[config.mk]
export PLATFORM = sky130hd
export DESIGN_NAME = countdown_timer
export DESIGN_NICKNAME = d
export VERILOG_FILES = /design/src/rtl/game_pkg.sv /design/src/rtl/bcd_sub_sat.sv /design/src/rtl/countdown_timer.sv
export SDC_FILE = /design/constraint.sdc
export NUM_CORES = 1
export LEC_CHECK = 0
export ABC_AREA = 1
export CORE_ASPECT_RATIO = 1.4
export CORE_UTILIZATION = 54
export CTS_BUF_LIST = sky130_fd_sc_hd__clkbuf_16
export DETAILED_ROUTE_END_ITERATION = 6
export HOLD_SLACK_MARGIN = 0.12
export PLACE_DENSITY = 0.74
export SYNTH_ARGS = -nofsm -noshare
export SYNTH_HDL_FRONTEND = slang
export SYNTH_HIERARCHICAL = 1
export SYNTH_SLANG_ARGS = --single-unit
[constraint.sdc]
create_clock -name clk -period 5 [get_ports clk]
set_input_delay 0.75 -clock clk [delete_from_list [all_inputs] [get_ports clk]]
set_output_delay 0.75 -clock clk [all_outputs]
set_load 0.005 [all_outputs]
[src/rtl/game_pkg.sv]
// Shared game definitions: timer state encoding, BCD digit limits and level start values.
package game_pkg;

  typedef enum logic [2:0] {
    ST_IDLE,
    ST_ARMED,
    ST_RUN,
    ST_HALT,
    ST_EXPIRED
  } timer_state_e;

  localparam int         DIGIT_W   = 4;
  localparam logic [3:0] DIGIT_MAX = 4'd9;

  // Start values handed out by level_control, two BCD digits each.
  localparam logic [7:0] LEVEL_EASY_BCD   = 8'h60;
  localparam logic [7:0] LEVEL_MEDIUM_BCD = 8'h45;
  localparam logic [7:0] LEVEL_HARD_BCD   = 8'h30;

  function automatic logic [DIGIT_W-1:0] clamp_digit(input logic [DIGIT_W-1:0] d);
    return (d > DIGIT_MAX) ? DIGIT_MAX : d;
  endfunction

  // Converts a small integer (saturated at 99) into two packed BCD digits.
  function automatic logic [7:0] int_to_bcd8(input int unsigned v);
    int unsigned c;
    c = (v > 99) ? 99 : v;
    return {4'(c / 10), 4'(c % 10)};
  endfunction

endpackage

[src/rtl/bcd_sub_sat.sv]
// Two-digit BCD subtractor of an 8-bit BCD amount; result saturates at 00 and flags zero.
module bcd_sub_sat
  import game_pkg::*;
(
  input  logic [DIGIT_W-1:0] a_ten,
  input  logic [DIGIT_W-1:0] a_one,
  input  logic [7:0]         amount,
  output logic [DIGIT_W-1:0] r_ten,
  output logic [DIGIT_W-1:0] r_one,
  output logic               zero
);

  logic [DIGIT_W-1:0] b_ten;
  logic [DIGIT_W-1:0] b_one;
  logic               borrow;
  logic [DIGIT_W:0]   ten_need;

  always_comb begin
    b_ten    = amount[7:4];
    b_one    = amount[3:0];
    borrow   = (a_one < b_one);
    ten_need = {1'b0, b_ten} + {{DIGIT_W{1'b0}}, borrow};
    r_ten    = '0;
    r_one    = '0;
    // Underflow of the tens digit means the amount exceeds the value: saturate.
    if ({1'b0, a_ten} >= ten_need) begin
      r_ten = a_ten - ten_need[DIGIT_W-1:0];
      r_one = borrow ? (a_one + 4'd10 - b_one) : (a_one - b_one);
    end
    zero = (r_ten == '0) && (r_one == '0);
  end

endmodule

[src/rtl/countdown_timer.sv]
// Bomb countdown: loads a BCD start value, decrements once per second while running,
// applies wrong-wire penalties and reports expiry.
module countdown_timer
  import game_pkg::*;
#(
  parameter int CLK_PER_SEC = 50_000_000,
  parameter int PENALTY_SEC = 5
) (
  input  logic               clk,
  input  logic               rst,
  input  logic               load,
  input  logic [DIGIT_W-1:0] load_ten,
  input  logic [DIGIT_W-1:0] load_one,
  input  logic               start,
  input  logic               enable,
  input  logic               penalty,
  input  logic               defused,
  output logic [DIGIT_W-1:0] time_ten,
  output logic [DIGIT_W-1:0] time_one,
  output logic               running,
  output logic               expired,
  output logic               sec_tick
);

  localparam int                   PRESC_W     = (CLK_PER_SEC > 1) ? $clog2(CLK_PER_SEC) : 1;
  localparam logic [PRESC_W-1:0]   PRESC_LAST  = PRESC_W'(CLK_PER_SEC - 1);
  localparam logic [7:0]           PENALTY_BCD = int_to_bcd8(PENALTY_SEC);

  timer_state_e        state_q, state_d;
  logic [DIGIT_W-1:0]  ten_q, ten_d, one_q, one_d;
  logic [PRESC_W-1:0]  presc_q, presc_d;
  logic                sec_tick_q, sec_tick_d;
  logic                running_q, running_d;
  logic                expired_q, expired_d;

  logic                tick;
  logic [DIGIT_W-1:0]  dec_ten, dec_one, pen_ten, pen_one;
  logic                dec_zero, pen_zero;

  bcd_sub_sat u_dec (
    .a_ten (ten_q),
    .a_one (one_q),
    .amount(8'h01),
    .r_ten (dec_ten),
    .r_one (dec_one),
    .zero  (dec_zero)
  );

  bcd_sub_sat u_pen (
    .a_ten (ten_q),
    .a_one (one_q),
    .amount(PENALTY_BCD),
    .r_ten (pen_ten),
    .r_one (pen_one),
    .zero  (pen_zero)
  );

  assign tick = enable && (presc_q == PRESC_LAST);

  always_comb begin
    state_d    = state_q;
    ten_d      = ten_q;
    one_d      = one_q;
    presc_d    = presc_q;
    sec_tick_d = 1'b0;

    if (load) begin
      state_d = ST_ARMED;
      ten_d   = clamp_digit(load_ten);
      one_d   = clamp_digit(load_one);
      presc_d = '0;
    end else begin
      unique case (state_q)
        ST_ARMED: begin
          if (start) begin
            state_d = ((ten_q == '0) && (one_q == '0)) ? ST_EXPIRED : ST_RUN;
            presc_d = '0;
          end
        end
        ST_RUN: begin
          if (enable) begin
            presc_d = tick ? '0 : presc_q + 1'b1;
          end
          // A penalty on a tick edge replaces the decrement but the tick still shows.
          if (defused) begin
            state_d = ST_HALT;
          end else if (penalty) begin
            ten_d      = pen_ten;
            one_d      = pen_one;
            sec_tick_d = tick;
            if (pen_zero) state_d = ST_EXPIRED;
          end else if (tick) begin
            ten_d      = dec_ten;
            one_d      = dec_one;
            sec_tick_d = 1'b1;
            if (dec_zero) state_d = ST_EXPIRED;
          end
        end
        default: ;
      endcase
    end

    running_d = (state_d == ST_RUN);
    expired_d = (state_d == ST_EXPIRED);
  end

  always_ff @(posedge clk or posedge rst) begin
    if (rst) begin
      state_q    <= ST_IDLE;
      ten_q      <= '0;
      one_q      <= '0;
      presc_q    <= '0;
      sec_tick_q <= 1'b0;
      running_q  <= 1'b0;
      expired_q  <= 1'b0;
    end else begin
      state_q    <= state_d;
      ten_q      <= ten_d;
      one_q      <= one_d;
      presc_q    <= presc_d;
      sec_tick_q <= sec_tick_d;
      running_q  <= running_d;
      expired_q  <= expired_d;
    end
  end

  assign time_ten = ten_q;
  assign time_one = one_q;
  assign running  = running_q;
  assign expired  = expired_q;
  assign sec_tick = sec_tick_q;

endmodule

==> Flow_metrics.wiki, run 1 <==
{| class="wikitable"
! Metric !! Value
|-
| Max Transition Viols Final || 0
|-
| Result of the run || completed
|-
| Detailed placement HPWL || 7.683 mm
|-
| Setup fix buffers added after clock tree synthesis || 0
|-
| Post-synthesis share of cell area spent on full adders, half adders and majority gates || 11.97%
|-
| Final Critical Period || 3.568 ns
|-
| Final setup vio count || 0
|-
| Share of the synthesized netlist area taken by xor and xnor gates || 2.217%
|-
| Slack of the worst reg-to-reg path || 1.43 ns
|-
| Fillers || 652
|-
| Fraction of post-synthesis cell area in the top cell type by area || 25.34%
|-
| CTS tree || yes
|-
| WP data required || 5.17 ns
|-
| Row Count || 36
|-
| Synthesis-to-layout area growth || 14.89%
|-
| Total of max-cap violations || 0
|-
| Worst Clk Skew || 0.003193 ns
|-
| FMAX || 0.2803 GHz
|-
| Number of iterations in the first detailed-routing pass || 5
|-
| Sort of element at the end of the critical path || register
|-
| Netlist cell types || 38
|-
| Total instance count after detailed placement || 725
|-
| Via count of the first global-routing pass || 3732
|-
| Wire length of the first global-routing pass || 15.65 mm
|-
| GRT Util Overall || 26.92%
|-
| Initial antenna violation count || 0
|-
| Worst Path Arrival || 3.74 ns
|-
| Max clock buf depth || 2
|-
| Post-Syn Area per Cell || 6.787 um2
|-
| Starting Density || 56.21%
|-
| DR DRC count || 0
|-
| Worst IR Drop VDD || 0.0002183 V
|-
| Total leakage power || 0.002243 uW
|-
| Average vias per placed instance || 5.111
|-
| Largest family of logic cells by synthesized area || simple AND/OR/NAND/NOR gates
|-
| Hold violation total from the final report || 0
|-
| Total overflow reported by the global router || 0
|-
| Count of synthesis-stage warnings from yosys || 6
|-
| Post-CTS Hold Buffers || 0
|-
| Clock transition at the registers of the reported paths || 0.06 ns
|-
| Root Driver || sky130_fd_sc_hd__clkbuf_16
|-
| Post-Route WL || 9.497 mm
|-
| RSZ-0062 raised after global routing || no
|-
| Power density over the cells || 358.9 mW/mm2
|-
| Die footprint || 0.007666 mm2
|-
| Startpoint class of the critical path || register
|-
| Post-synthesis mux area share || 0%
|-
| # IOs || 26
|-
| Number of H-tree levels || 2
|-
| Clock sinks || 40
|-
| Global placement routability congestion || 0.9188
|-
| Clock latency on the worst-skew pair || 0.28 ns
|-
| N_diodes || 0
|-
| Die width || 74.29 um
|-
| Area contributors post-synth || sky130_fd_sc_hd__dfrtp_1, sky130_fd_sc_hd__nand2_1, sky130_fd_sc_hd__inv_1, sky130_fd_sc_hd__ha_1, sky130_fd_sc_hd__nor2_1
|-
| Maximum fanout along the worst path || 5
|-
| Non-filler instance count after layout || 733
|-
| Final WS setup || 1.432 ns
|-
| Class of the tightest hold or removal check || reg2reg
|-
| Inserted Clock Buffers || 5
|-
| Area share of and/or/nand/nor cells after synthesis || 38.52%
|-
| Core ar. || 0.007027 mm2
|-
| Count of routing violations after the opening detailed-route iteration || 136
|-
| Number of gates resized after CTS || 0
|-
| Post-synthesis instance total || 582
|-
| Number of buffers inserted by port buffering || 25
|-
| Rel. slew slack || 61.98%
|-
| Cell type with the highest aggregate area in the netlist || sky130_fd_sc_hd__dfrtp_1
|-
| Syn Std Cell Area || 0.003950 mm2
|-
| Number of vias in the routed layout || 3746
|-
| Setup Slack @ Placement || 1.488 ns
|-
| Number of storage elements in the synthesis netlist || 40
|-
| Slew of the pin with the lowest slew margin || 0.5651 ns
|-
| Largest net degree at the start of global routing || 41
|-
| Share of the synthesized area in compound gates (AO/OA/AOI/OAI) || 8.933%
|-
| Number of nets with antenna violations after routing || 0
|-
| Number of nets in the finished design || 685
|-
| Wire length per cell after detailed routing || 12.96 um
|-
| Vertical die dimension || 103.2 um
|-
| WS Path Type || reg2reg
|-
| Total Neg Setup Slack || 0 ns
|-
| Portion of the clock cycle consumed by the worst path in the final layout || 71.36%
|-
| Share of post-route cells with drive strength above 1 || 10.19%
|-
| Proportion of synthesized chip area in sequential cells || 25.34%
|}
## critical path, stage by stage, from the launching register on
cell                      delay, ns
sky130_fd_sc_hd__dfrtp_1       0.41
sky130_fd_sc_hd__inv_1         0.06
sky130_fd_sc_hd__ha_1          0.22
sky130_fd_sc_hd__fa_1          0.40
sky130_fd_sc_hd__inv_1         0.08
sky130_fd_sc_hd__nand3_2       0.07
sky130_fd_sc_hd__nand2_2       0.11
sky130_fd_sc_hd__inv_1         0.06
sky130_fd_sc_hd__ha_1          0.27
sky130_fd_sc_hd__ha_1          0.21
sky130_fd_sc_hd__fa_1          0.38
sky130_fd_sc_hd__or2_2         0.29
sky130_fd_sc_hd__nand2_1       0.06
sky130_fd_sc_hd__o21ai_1       0.06
sky130_fd_sc_hd__nand2_1       0.06
sky130_fd_sc_hd__nor2_1        0.04
sky130_fd_sc_hd__nand2_1       0.05
sky130_fd_sc_hd__inv_1         0.07
sky130_fd_sc_hd__nor2_1        0.09
sky130_fd_sc_hd__nand2_1       0.07
sky130_fd_sc_hd__nand2_1       0.07
sky130_fd_sc_hd__nand2_1       0.07
sky130_fd_sc_hd__a21oi_1       0.18
sky130_fd_sc_hd__nor2_1        0.06
## where the power goes
| part | total [uW] | switching, uW | leakage (uW) | internal (uW) |
|---|---|---|---|---|
| clock network | 361 | 129 | 0.0000789 | 232 |
| logic | 873 | 539 | 0.00163 | 335 |
| registers | 395 | 44.4 | 0.000537 | 350 |
## per-layer routing
metal | routed length (um) | global-route usage, % | up-vias | share of wire [%]
li1 | - | - | 1898 | -
met1 | 3561 | 26.30 | 1726 | 37
met2 | 5258 | 52.59 | 89 | 55
met3 | 254 | 3.101 | 33 | 2.7
met4 | 422 | 16.40 | 0 | 4.4
met5 | 0 | 0 | - | 0
## state kept, by name, indices dropped and copies added (netlist names)
| register | cells |
|---|---|
| running | 1 |
| expired | 1 |
| time_one | 4 |
| sec_tick | 1 |
| presc_q | 26 |
| state_q | 3 |
| time_ten | 4 |
## synth_stat cells, drive strengths merged
master	n
xnor2	2
o21bai	1
inv	120
xor2	8
ha	25
dfrtp	40
nand4	15
nor3	8
buf	4
a22oi	1
a31oi	7
a21oi	18
nand3b	5
o211ai	1
a21boi	1
a32o	1
nor4	3
nor2	87
nand3	44
o21ai	32
nand2	142
or2	5
clkbuf	2
fa	8
conb	2
## final cells by class
cell class	count	area [um2]	share of cell area, %
Sequential cell	40	1001	22.06
Tap cell	95	118.9	2.619
Multi-Input combinational cell	444	2547	56.13
Clock inverter	3	37.54	0.8271
Clock buffer	5	125.1	2.757
Timing Repair Buffer	26	257.7	5.680
Inverter	120	450.4	9.926
## through the flow
step	hold WS [ns]	power [uW]	area [um2]	utilization, %
after global placement	0.4966	1243	4375	62.27
after CTS	0.5255	1630	4538	64.58
after floorplan	0.4754	1056	4055	-
after detailed placement	0.5095	1261	4375	62.27
final	0.5206	1629	4538	64.58
after global routing	0.5555	1770	4538	64.58
## path summary, 6_finish.rpt
check | startpoint | to | cells after the start
setup reg to reg | time_one[0] | expired | 23
max in group asynchronous | rst | presc_q[1] | 3
hold reg to reg | presc_q[1] | presc_q[1] | 2
hold / removal | presc_q[1] | presc_q[1] | 2
setup / recovery | time_one[0] | expired | 23
min in group asynchronous | rst | presc_q[15] | 3
## cell families (layout without fill, tap and decap cells)
group                      after synthesis  in the layout
AOI/OAI and AO/OA                       62             62
buffers and inverters                  126            154
other                                    2             30
DFF                                     40             40
and+or+nand+nor                        309            309
xor gates and xnor gates                10             10
adders and majority gates               33             33
## placed cells by master, fill, tap and decap left out, drive strengths merged, types with 2 or more instances in the layout
cell type / instances
or2: 5
dfrtp: 40
xnor2: 2
ha: 25
nor3: 8
fa: 8
clkbuf: 5
o21ai: 32
inv: 120
conb: 30
nor2: 87
nand4: 15
nand3b: 5
a31oi: 7
a21oi: 18
xor2: 8
nand2: 142
nand3: 44
clkinv: 2
nor4: 3
clkdlybuf4s50: 25
(Power assumes the default switching activity.)
==> run 2, diff against run 1 <==
PLACE_DENSITY = 0.77   (was 0.74)
clock period = 2.93 ns   (was 5 ns; I/O delays follow)
==> Flow_metrics.wiki, run 2 (same netlist as run 1, synthesis figures left out) <==
{| class="wikitable"
! Metric !! Value
|-
| FF-to-FF End || running
|-
| Non-filler instance count after layout || 761 (+3.8%)
|-
| Chain of cells forming the critical path || inv_1 > ha_2 > fa_2 > inv_2 > nand3_2 > nand2_2 > inv_2 > ha_4 > ha_4 > fa_2 > inv_1 > o21ai_1 > nand2_1 > nor2_1 > nand2_1 > inv_2 > nor2_2 > nand2_1 > nand2_1 > nand2_2 > nand2_2 > nand2_1 > nor2_1
|-
| Hold path endpoint || presc_q[1]
|-
| Beginning of the worst hold path || presc_q[1]
|-
| Portion of the clock cycle consumed by the worst path in the final layout || 108.4% (+37 points)
|-
| Number of flip-flops in the largest register || 26 (unchanged)
|-
| Root Driver || sky130_fd_sc_hd__clkbuf_16
|-
| Vertical die dimension || 103.2 um (unchanged)
|-
| CP most frequent cell || sky130_fd_sc_hd__nand2_1
|-
| Power density over the cells || 623.7 mW/mm2 (+74%)
|-
| Post-Route WL || 10.04 mm (+5.7%)
|-
| Rel. slew slack || 40.90% (-21 points)
|-
| Total leakage power || 0.002355 uW (+5.0%)
|-
| GRT Util Overall || 27.57% (+0.65 points)
|-
| Sort of element at the end of the critical path || register
|-
| Synthesis-to-layout area growth || 23.34%
|-
| Failing checks || setup timing
|-
| Met2 track demand over resource || 55.66% (+3.1 points)
|-
| Met1 Use GR || 27.59% (+1.3 points)
|-
| Largest net degree at the start of global routing || 25 (-39%)
|-
| Delay of the slowest cell on the worst path || 0.53 ns (+0.12 ns)
|-
| Number of buffers inserted by port buffering || 25 (unchanged)
|-
| N_diodes || 0 (unchanged)
|-
| Startpoint class of the critical path || register
|-
| Inserted Clock Buffers || 5 (unchanged)
|-
| Most common cell after layout, fill and taps aside || sky130_fd_sc_hd__nand2_1
|-
| Share of post-route cells with drive strength above 1 || 20.12% (+9.9 points)
|-
| Total overflow reported by the global router || 0 (unchanged)
|-
| Number of nets with antenna violations after routing || 0 (unchanged)
|-
| Initial antenna violation count || 0 (unchanged)
|-
| Total instance count after detailed placement || 748 (+3.2%)
|-
| Hold Path Depth || 2 (unchanged)
|-
| Max clock buf depth || 2 (unchanged)
|-
| Row Count || 36 (unchanged)
|-
| Max Transition Viols Final || 0 (unchanged)
|-
| Leading cell types in the layout, fill and taps excluded || sky130_fd_sc_hd__nand2_1, sky130_fd_sc_hd__inv_1, sky130_fd_sc_hd__nor2_1
|-
| Final WS setup || -0.2472 ns (-1.679 ns)
|-
| Average vias per placed instance || 5.126 (+0.31%)
|-
| Wire length of the first global-routing pass || 16.09 mm (+2.8%)
|-
| Final Critical Period || 3.177 ns (-0.3909 ns)
|-
| Met3 track demand over resource || 3.585% (+0.48 points)
|-
| Wire length per cell after detailed routing || 13.19 um (+1.8%)
|-
| Hold violation total from the final report || 0 (unchanged)
|-
| Number of vias in the routed layout || 3901 (+4.1%)
|-
| Result of the run || finished with violations
|-
| Slew of the pin with the lowest slew margin || 0.8855 ns (+0.3203 ns)
|-
| R2r worst-path depth || 23 (unchanged)
|-
| Register with the most flip-flops || presc_q
|-
| Total of max-cap violations || 0 (unchanged)
|-
| WS Path Type || reg2reg
|-
| Via count of the first global-routing pass || 3751 (+0.51%)
|-
| Critical register-to-register path startpoint || time_one[0]
|-
| Cell class contributing the biggest share of worst-path delay || adder cells
|-
| CTS tree || yes
|-
| Number of nets in the finished design || 714 (+4.2%)
|-
| Die width || 74.29 um (unchanged)
|-
| Detailed placement HPWL || 7.761 mm (+1.0%)
|-
| Starting Density || 56.21% (unchanged)
|-
| Slowest stage cell, crit path || sky130_fd_sc_hd__fa_2
|-
| Worst Path Arrival || 3.35 ns (-0.39 ns)
|-
| Global placement routability congestion || 0.9343 (+1.7%)
|-
| Post-CTS Hold Buffers || 0 (unchanged)
|-
| Final setup vio count || 4 (+4)
|-
| Worst IR Drop VDD || 0.0003226 V (+48%)
|-
| Bufs and invs on worst path || 5 (+1)
|-
| Die footprint || 0.007666 mm2 (unchanged)
|-
| Number of iterations in the first detailed-routing pass || 4 (-1)
|-
| Worst Clk Skew || 0.004103 ns (+0.0009108 ns)
|-
| Grt peak-use layer || met2
|-
| Slack of the worst reg-to-reg path || -0.25 ns (-1.68 ns)
|-
| FMAX || 0.3147 GHz (+12%)
|-
| Count of routing violations after the opening detailed-route iteration || 153 (+13%)
|-
| Fillers || 614 (-5.8%)
|-
| RSZ-0062 raised after global routing || yes
|-
| Class of the tightest hold or removal check || reg2reg
|-
| Clock transition at the registers of the reported paths || 0.06 ns (about the same)
|-
| WP data required || 3.11 ns (-2.06 ns)
|-
| Clock sinks || 40 (unchanged)
|-
| Clock latency on the worst-skew pair || 0.28 ns (about the same)
|-
| # IOs || 26 (unchanged)
|-
| Core ar. || 0.007027 mm2 (unchanged)
|-
| DR DRC count || 0 (unchanged)
|-
| Maximum fanout along the worst path || 4 (-1)
|-
| Number of H-tree levels || 2 (unchanged)
|-
| Total Neg Setup Slack || -0.7804 ns (-0.7804 ns)
|}
==> run 2: cell types whose count changed in the layout (fill, tap and decap cells not counted), sizes merged <==
cell / previous run / this run
buf: 1 / 30
bufinv: 1 / 0
clkinv: 2 / 1
inv: 120 / 121
==> run 2: how the worst max path moves through the flow <==
stage,start,endpoint,cells after the start
finish,time_one[0],running,23
global placement,time_one[0],running,23
CTS,time_one[0],running,23
detailed placement,time_one[0],running,23
global route,time_one[0],expired,23
floorplan,time_one[1],running,26
==> run 2: stage by stage <==
| stage | total power (uW) | instance area, um2 | utilization (%) | setup WS (ns) | hold WS (ns) |
|---|---|---|---|---|---|
| finish | 3039 | 4872 | 69.34 | -0.2472 | 0.5241 |
| global route | 3280 | 4872 | 69.34 | -0.4044 | 0.5411 |
| CTS | 2930 | 4793 | 68.22 | -0.2215 | 0.5313 |
| detailed placement | 2376 | 4631 | 65.90 | -0.2742 | 0.5164 |
| global placement | 2335 | 4631 | 65.90 | -0.1931 | 0.4957 |
| floorplan | 1866 | 4138 | - | -0.1873 | 0.4754 |
==> run 2: routing by layer <==
metal | vias up | share of wire (%)
li1 | 1957 | -
met1 | 1829 | 38
met2 | 90 | 56
met3 | 25 | 2.6
met4 | 0 | 3.3
met5 | - | 0
==> run 2: layout make-up <==
cell class	count	area [um2]	area share (%)
inverter	120	450.4	9.245
clock inverter	2	8.758	0.1798
tap	95	118.9	2.440
sequential	40	1003	20.60
multi-input combinational	444	2690	55.21
timing repair buffer	55	475.5	9.759
clock buffer	5	125.1	2.568
==> run 2: what timing repair did <==
item | in CTS | in global routing
pin swaps | 17 | 13
endpoints found under the setup margin | 6 | 10
cloned | 0 | 0
buffers inserted | 3 | 3
gates resized for setup | 5 | 21
==> run 2: power by group <==
group,internal (uW),switching [uW],leakage [uW]
Clock,306,207,0.0000709
Sequential,599,74.5,0.000535
Combinational,798,1050,0.00175
==> run 2: worst min-delay path, stage by stage (launching register included) <==
cell and delay [ns]:
sky130_fd_sc_hd__dfrtp_1 0.37, sky130_fd_sc_hd__nand2_1 0.06, sky130_fd_sc_hd__nand2_1 0.06
